===== config.mk =====
export PLATFORM = sky130hd
export DESIGN_NAME = data_mem_access_unit
export DESIGN_NICKNAME = d
export VERILOG_FILES = /design/src/rtl/data_mem_access_unit_pkg.sv /design/src/rtl/data_mem_access_unit_mem_burst_counter.sv /design/src/rtl/data_mem_access_unit.sv
export SDC_FILE = /design/constraint.sdc
export NUM_CORES = 1
export LEC_CHECK = 0
export BUFFER_PORTS_ARGS = -buffer_cell sky130_fd_sc_hd__buf_2
export CAP_MARGIN = 20
export CORE_UTILIZATION = 40
export CTS_CLUSTER_SIZE = 8
export DETAILED_ROUTE_END_ITERATION = 12
export PLACE_DENSITY = 0.66
export SLEW_MARGIN = 20
export SYNTH_ARGS = -nofsm -noshare
export SYNTH_HDL_FRONTEND = slang
export SYNTH_SLANG_ARGS = --single-unit

===== constraint.sdc =====
create_clock -name clk -period 2.8 [get_ports clk]
set_input_delay 0.14 -clock clk [delete_from_list [all_inputs] [get_ports clk]]
set_output_delay 0.14 -clock clk [all_outputs]
set_load 0.03 [all_outputs]

===== src/rtl/data_mem_access_unit_pkg.sv =====
// ----------------------------------------------------------------------------
// data_mem_access_unit_pkg
// Shared definitions for the data memory access unit:
//   - default address/data widths matching the 256 x 8 data memory
//   - burst length field width (beats = len + 1)
//   - controller state encoding
// ----------------------------------------------------------------------------
package data_mem_access_unit_pkg;

    localparam int DMAU_ADDR_W = 8;
    localparam int DMAU_DATA_W = 8;
    localparam int DMAU_LEN_W  = 4;

    typedef enum logic [2:0] {
        ST_IDLE      = 3'd0,
        ST_RD_EN     = 3'd1,
        ST_RD_RESP   = 3'd2,
        ST_WR_DATA   = 3'd3,
        ST_WR_STROBE = 3'd4,
        ST_WR_RECOV  = 3'd5,
        ST_DONE      = 3'd6
    } dmau_state_e;

endpackage : data_mem_access_unit_pkg


===== src/rtl/data_mem_access_unit_mem_burst_counter.sv =====
// ----------------------------------------------------------------------------
// data_mem_access_unit_mem_burst_counter
// Burst bookkeeping for the access unit: a wrapping address incrementer and
// a remaining-beat down-counter. Load takes priority over step.
//
// Ports:
//   clk, rst_n  : clock, asynchronous active-low reset
//   i_load      : capture i_addr / i_len as the start of a new burst
//   i_step      : advance to the next beat (addr+1 modulo 2^ADDR_W, count-1)
//   i_addr      : burst start address
//   i_len       : beats minus one
//   o_addr      : current beat address (register output)
//   o_last      : current beat is the final one (count == 0)
// ----------------------------------------------------------------------------
module data_mem_access_unit_mem_burst_counter
    import data_mem_access_unit_pkg::*;
#(
    parameter int ADDR_W = DMAU_ADDR_W,
    parameter int LEN_W  = DMAU_LEN_W
) (
    input  logic              clk,
    input  logic              rst_n,
    input  logic              i_load,
    input  logic              i_step,
    input  logic [ADDR_W-1:0] i_addr,
    input  logic [LEN_W-1:0]  i_len,
    output logic [ADDR_W-1:0] o_addr,
    output logic              o_last
);

    logic [ADDR_W-1:0] r_addr;
    logic [LEN_W-1:0]  r_count;

    // Address and beat counter; the address wraps naturally at its width.
    always_ff @(posedge clk or negedge rst_n) begin
        if (!rst_n) begin
            r_addr  <= {ADDR_W{1'b0}};
            r_count <= {LEN_W{1'b0}};
        end else if (i_load) begin
            r_addr  <= i_addr;
            r_count <= i_len;
        end else if (i_step) begin
            r_addr  <= r_addr + ADDR_W'(1);
            r_count <= r_count - LEN_W'(1);
        end else begin
            r_addr  <= r_addr;
            r_count <= r_count;
        end
    end

    assign o_addr = r_addr;
    assign o_last = (r_count == {LEN_W{1'b0}});

endmodule : data_mem_access_unit_mem_burst_counter


===== src/rtl/data_mem_access_unit.sv =====
// ----------------------------------------------------------------------------
// data_mem_access_unit
// Initiator-side controller for the 256 x 8 data memory. Accepts single or
// burst load/store commands over valid/ready, drives the memory's
// level-sensitive strobes with setup/recovery cycles around each write, and
// returns load data through a backpressured stream.
//
// Ports:
//   clk, rst_n                 : clock, asynchronous active-low reset
//   req_valid/req_ready        : command handshake (req_write, req_addr, req_len)
//   wr_valid/wr_ready/wr_data  : store data beats
//   rd_valid/rd_ready/rd_data  : load data beats, rd_last marks the final beat
//   done                       : one-cycle pulse when a burst completes
//   enable_write/enable_read   : memory strobes (registered, never both high)
//   ram_addr/write_data        : memory address and write data (registered)
//   read_data                  : memory read data
// ----------------------------------------------------------------------------
module data_mem_access_unit
    import data_mem_access_unit_pkg::*;
#(
    parameter int ADDR_W  = DMAU_ADDR_W,
    parameter int DATA_W  = DMAU_DATA_W,
    parameter int LEN_W   = DMAU_LEN_W,
    parameter int RD_WAIT = 0
) (
    input  logic              clk,
    input  logic              rst_n,
    input  logic              req_valid,
    output logic              req_ready,
    input  logic              req_write,
    input  logic [ADDR_W-1:0] req_addr,
    input  logic [LEN_W-1:0]  req_len,
    input  logic              wr_valid,
    output logic              wr_ready,
    input  logic [DATA_W-1:0] wr_data,
    output logic              rd_valid,
    input  logic              rd_ready,
    output logic [DATA_W-1:0] rd_data,
    output logic              rd_last,
    output logic              done,
    output logic              enable_write,
    output logic              enable_read,
    output logic [ADDR_W-1:0] ram_addr,
    output logic [DATA_W-1:0] write_data,
    input  logic [DATA_W-1:0] read_data
);

    localparam logic [1:0] LP_RD_WAIT = 2'(RD_WAIT);

    dmau_state_e       r_state;
    logic              r_req_ready;
    logic              r_wr_ready;
    logic              r_rd_valid;
    logic              r_rd_last;
    logic              r_done;
    logic              r_enable_write;
    logic              r_enable_read;
    logic [DATA_W-1:0] r_rd_data;
    logic [DATA_W-1:0] r_write_data;
    logic [1:0]        r_wait;

    logic              w_load;
    logic              w_step;
    logic              w_last;
    logic [ADDR_W-1:0] w_addr;

    // Command accepted only on the registered ready, so a busy unit holds it off.
    assign w_load = (r_state == ST_IDLE) && req_valid && r_req_ready;

    // Advance on a consumed non-final load beat or after a non-final write recovery.
    assign w_step = ((r_state == ST_RD_RESP) && rd_ready && !w_last) ||
                    ((r_state == ST_WR_RECOV) && !w_last);

    data_mem_access_unit_mem_burst_counter #(
        .ADDR_W (ADDR_W),
        .LEN_W  (LEN_W)
    ) u_burst_counter (
        .clk    (clk),
        .rst_n  (rst_n),
        .i_load (w_load),
        .i_step (w_step),
        .i_addr (req_addr),
        .i_len  (req_len),
        .o_addr (w_addr),
        .o_last (w_last)
    );

    // Controller FSM; every output is set on the edge that enters its state.
    always_ff @(posedge clk or negedge rst_n) begin
        if (!rst_n) begin
            r_state        <= ST_IDLE;
            r_req_ready    <= 1'b0;
            r_wr_ready     <= 1'b0;
            r_rd_valid     <= 1'b0;
            r_rd_last      <= 1'b0;
            r_done         <= 1'b0;
            r_enable_write <= 1'b0;
            r_enable_read  <= 1'b0;
            r_rd_data      <= {DATA_W{1'b0}};
            r_write_data   <= {DATA_W{1'b0}};
            r_wait         <= 2'd0;
        end else begin
            r_done <= 1'b0;
            case (r_state)
                ST_IDLE: begin
                    if (w_load) begin
                        r_req_ready <= 1'b0;
                        if (req_write) begin
                            r_state    <= ST_WR_DATA;
                            r_wr_ready <= 1'b1;
                        end else begin
                            r_state       <= ST_RD_EN;
                            r_enable_read <= 1'b1;
                            r_wait        <= LP_RD_WAIT;
                        end
                    end else begin
                        r_req_ready <= 1'b1;
                    end
                end
                ST_RD_EN: begin
                    // Hold enable_read for 1+RD_WAIT cycles, sample on the last edge.
                    if (r_wait == 2'd0) begin
                        r_rd_data     <= read_data;
                        r_enable_read <= 1'b0;
                        r_rd_valid    <= 1'b1;
                        r_rd_last     <= w_last;
                        r_state       <= ST_RD_RESP;
                    end else begin
                        r_wait <= r_wait - 2'd1;
                    end
                end
                ST_RD_RESP: begin
                    if (rd_ready) begin
                        r_rd_valid <= 1'b0;
                        r_rd_last  <= 1'b0;
                        if (w_last) begin
                            r_state <= ST_DONE;
                            r_done  <= 1'b1;
                        end else begin
                            r_state       <= ST_RD_EN;
                            r_enable_read <= 1'b1;
                            r_wait        <= LP_RD_WAIT;
                        end
                    end else begin
                        r_state <= ST_RD_RESP;
                    end
                end
                ST_WR_DATA: begin
                    if (wr_valid) begin
                        r_write_data   <= wr_data;
                        r_wr_ready     <= 1'b0;
                        r_enable_write <= 1'b1;
                        r_state        <= ST_WR_STROBE;
                    end else begin
                        r_state <= ST_WR_DATA;
                    end
                end
                ST_WR_STROBE: begin
                    r_enable_write <= 1'b0;
                    r_state        <= ST_WR_RECOV;
                end
                ST_WR_RECOV: begin
                    if (w_last) begin
                        r_state <= ST_DONE;
                        r_done  <= 1'b1;
                    end else begin
                        r_state    <= ST_WR_DATA;
                        r_wr_ready <= 1'b1;
                    end
                end
                ST_DONE: begin
                    r_state     <= ST_IDLE;
                    r_req_ready <= 1'b1;
                end
                default: begin
                    r_state        <= ST_IDLE;
                    r_req_ready    <= 1'b0;
                    r_wr_ready     <= 1'b0;
                    r_rd_valid     <= 1'b0;
                    r_rd_last      <= 1'b0;
                    r_enable_write <= 1'b0;
                    r_enable_read  <= 1'b0;
                end
            endcase
        end
    end

    assign req_ready    = r_req_ready;
    assign wr_ready     = r_wr_ready;
    assign rd_valid     = r_rd_valid;
    assign rd_last      = r_rd_last;
    assign rd_data      = r_rd_data;
    assign done         = r_done;
    assign enable_write = r_enable_write;
    assign enable_read  = r_enable_read;
    assign ram_addr     = w_addr;
    assign write_data   = r_write_data;

endmodule : data_mem_access_unit


==> impl_results.md <==
* Fin. Hold Viols at 0
* Primary FF master, synth: dfrtp_1
* Min Tclk post-route at 2.10 ns
* Finished Layout Cells at 306
* DRT iter0 DRCs at 108
* WL final at 4.04 mm
* Die area at 5100 sq um
* Worst vdd ir at 743 uV
* Initial antenna violation count at 0
* Placed Area at 2290 sq um
* Synth cell count leaders: dfrtp_1 (40), nand2_1 (24), mux2_1 (11), nand3_1 (11), nor2_1 (11)
* Placed Instances at 297
* RSZ-0062 raised after global routing: false
* Setup tns final at 0 ns
* Starting density of the core at 0.428
* Diode count at 0
* Worst-Margin Slew at 0.888 ns
* Top-area cell type share of the netlist area at 0.519
* Area leader, netlist: dfrtp_1
* Sequential-to-total area share from yosys stat at 0.519
* Wirelength per Cell at 13.2 microns
* Post-synth EDFFs at 0
* Drt pass-1 iters at 4
* Hold Slack at 0.0509 ns
* Setup crit start: u_burst_counter.r_count[0]
* Slew Limit Fails at 0
* Post-CTS Setup Bufs at 0
* CP Launch Type: flip-flop
* Min-Delay Path Class: primary input to flip-flop
* Element type at the critical path end: flip-flop
* Reg2reg start: u_burst_counter.r_count[0]
* Period utilization at 0.750
* Setup Skew at 0.00310 ns
* Number of remaining DRC errors at 0
* Root Buffer: clkbuf_8
* Status: complete, no violations
* Number of distinct library cells after synthesis at 42
* Num CTS Buffers at 5
* Worst path required time at 2.98 ns
* HP Start: req_addr[1]
* CTS HTree Levels at 2
* Post-synth ARST share at 1.00
* Ys Warns at 0
* Layout cells sized above 1 at 0.339
* IO Pins at 65
* Final WS setup at 0.701 ns
* Syn Inst Count at 187
* Gr ovfl total at 0
* Avg Cell Area, Syn at 10.3 sq um
* Fin area at 2390 sq um
* Setup-failing EPs final at 0
* Clk pin slew, worst setup/hold paths at 0.08 ns
* FP Rows at 24
* Clk Latency, worst-skew pair at 0.28 ns
* Max_cap viols at 0
* CTS sink count at 40
* CTS Hold Buffers Added at 1
* Final net count at 290
* Synth-to-Final Area Change at 24.0%
* Dpl ws at 0.709 ns
* Number of global-route vias before repair at 1500
* #FFs+latches synth at 40
* PostCTS Resize Cnt at 0
* Chip height at 71.4 microns
* Pwr dens at 1280 nW/um^2
* Maximum fanout along the worst path at 7
* Via density at 5.29
* Layout filler cell count at 425
* First-pass GRT wire length at 6.81 mm
* Critical path type: flip-flop to flip-flop
* Synth Cell Area at 1930 sq um
* ANT nets after route at 0
* Core footprint at 4500 sq um
* Chip Width at 71.4 microns
* Dpl hpwl at 2.88 mm
* Largest net degree at the start of global routing at 41
* Longest Clk Path Bufs at 2
* Top-count cell post-synth: dfrtp_1
* Via count at 1618
* Main area contributors after synthesis: dfrtp_1 (52%), mux2_1 (6.4%), nand2_1 (4.7%)
* Relative slew margins at 0.408
* Critical Path AT at 2.27 ns
* Synth Net Count at 224
* GPL Wtd Cong at 0.841
* Achievable frequency at 0.476 GHz
* Global-route usage over all layers at 0.170
* Lkg Pwr at 1.12 nW
* CTS tree: yes
* Buffers on Ports at 64
[routing by layer]
layer,global-route usage,wire length [microns],vias up
li1,-,-,787
met1,0.221,1830,776
met2,0.284,1970,53
met3,0.0380,212,2
met4,0.0533,31,0
met5,0,0,-
[area by class of cell]
cell class                 count  area (sq um)  area share
sequential                    40          1000       0.419
multi-input combinational    130           858       0.359
timing repair buffer          67           345       0.144
clock buffer                   5          68.8      0.0288
tap                           52          65.1      0.0272
inverter                       9          33.8      0.0141
clock inverter                 3          18.8     0.00785
[logic make-up (layout without fill, tap and decap cells)]
| group | count (synthesis) | in the layout | synth area share |
|---|---|---|---|
| DFF | 40 | 40 | 0.519 |
| xor gates and xnor gates | 8 | 8 | 0.0363 |
| buffers and inverters | 17 | 84 | 0.0357 |
| AOI/OAI and AO/OA | 37 | 37 | 0.116 |
| adders and majority gates | 3 | 3 | 0.0195 |
| and+or+nand+nor | 64 | 64 | 0.167 |
| muxes | 18 | 18 | 0.106 |
[power by group]
| part | internal [mW] | leakage, nW | switching, mW |
|---|---|---|---|
| sequential | 0.857 | 0.479 | 0.270 |
| combinational | 0.582 | 0.597 | 0.976 |
| clock | 0.174 | 0.0479 | 0.203 |
[registers in the layout, indices dropped and copies added (netlist names)]
register	count
done	1
enable_read	1
enable_write	1
r_state	3
r_wait	2
rd_data	8
rd_last	1
rd_valid	1
req_ready	1
u_burst_counter.o_addr	8
u_burst_counter.r_count	4
wr_ready	1
write_data	8
[critical path, stage by stage, from the launching register on]
cell and delay, ns:
dfrtp_1 0.42, inv_1 0.07, ha_1 0.15, or3b_1 0.48
a311o_1 0.44, inv_2 0.06, a31oi_1 0.04, mux2_4 0.33
[through the flow]
step,power [mW],utilization
floorplan,2.27,-
global placement,2.68,0.509
detailed placement,2.70,0.509
CTS,3.10,0.531
global route,3.28,0.531
finish,3.06,0.531
[layout by cell type (no fill, tap or decap), drive strengths merged]
cell type / instances
nor2: 11
a311o: 1
mux2: 17
xnor2: 5
o22ai: 1
nor3: 3
nand4: 3
and4bb: 1
and3: 1
dlygate4sd3: 1
nor2b: 1
clkinv: 3
ha: 3
buf: 66
nand2: 24
inv: 9
a211oi: 1
o21ai: 16
xor2: 3
nor4b: 1
o32ai: 1
and2: 1
dfrtp: 40
clkbuf: 5
nor4: 3
o41ai: 2
or3b: 1
mux2i: 1
and3b: 1
or2: 1
o21a: 1
a21o: 1
a31oi: 1
a21oi: 7
nand3: 11
o211ai: 5
nand2b: 1
[final timing paths]
path                                               to  slack [ns]  cells after the start
hold / removal              u_burst_counter.o_addr[1]        0.05                      3
min in group asynchronous                  rd_data[6]        0.53                      2
setup reg to reg                          enable_read        0.70                      7
hold reg to reg                              rd_valid        0.48                      2
setup / recovery                          enable_read        0.70                      7
max in group asynchronous  u_burst_counter.r_count[2]        1.72                      2
(Power assumes the default switching activity.)
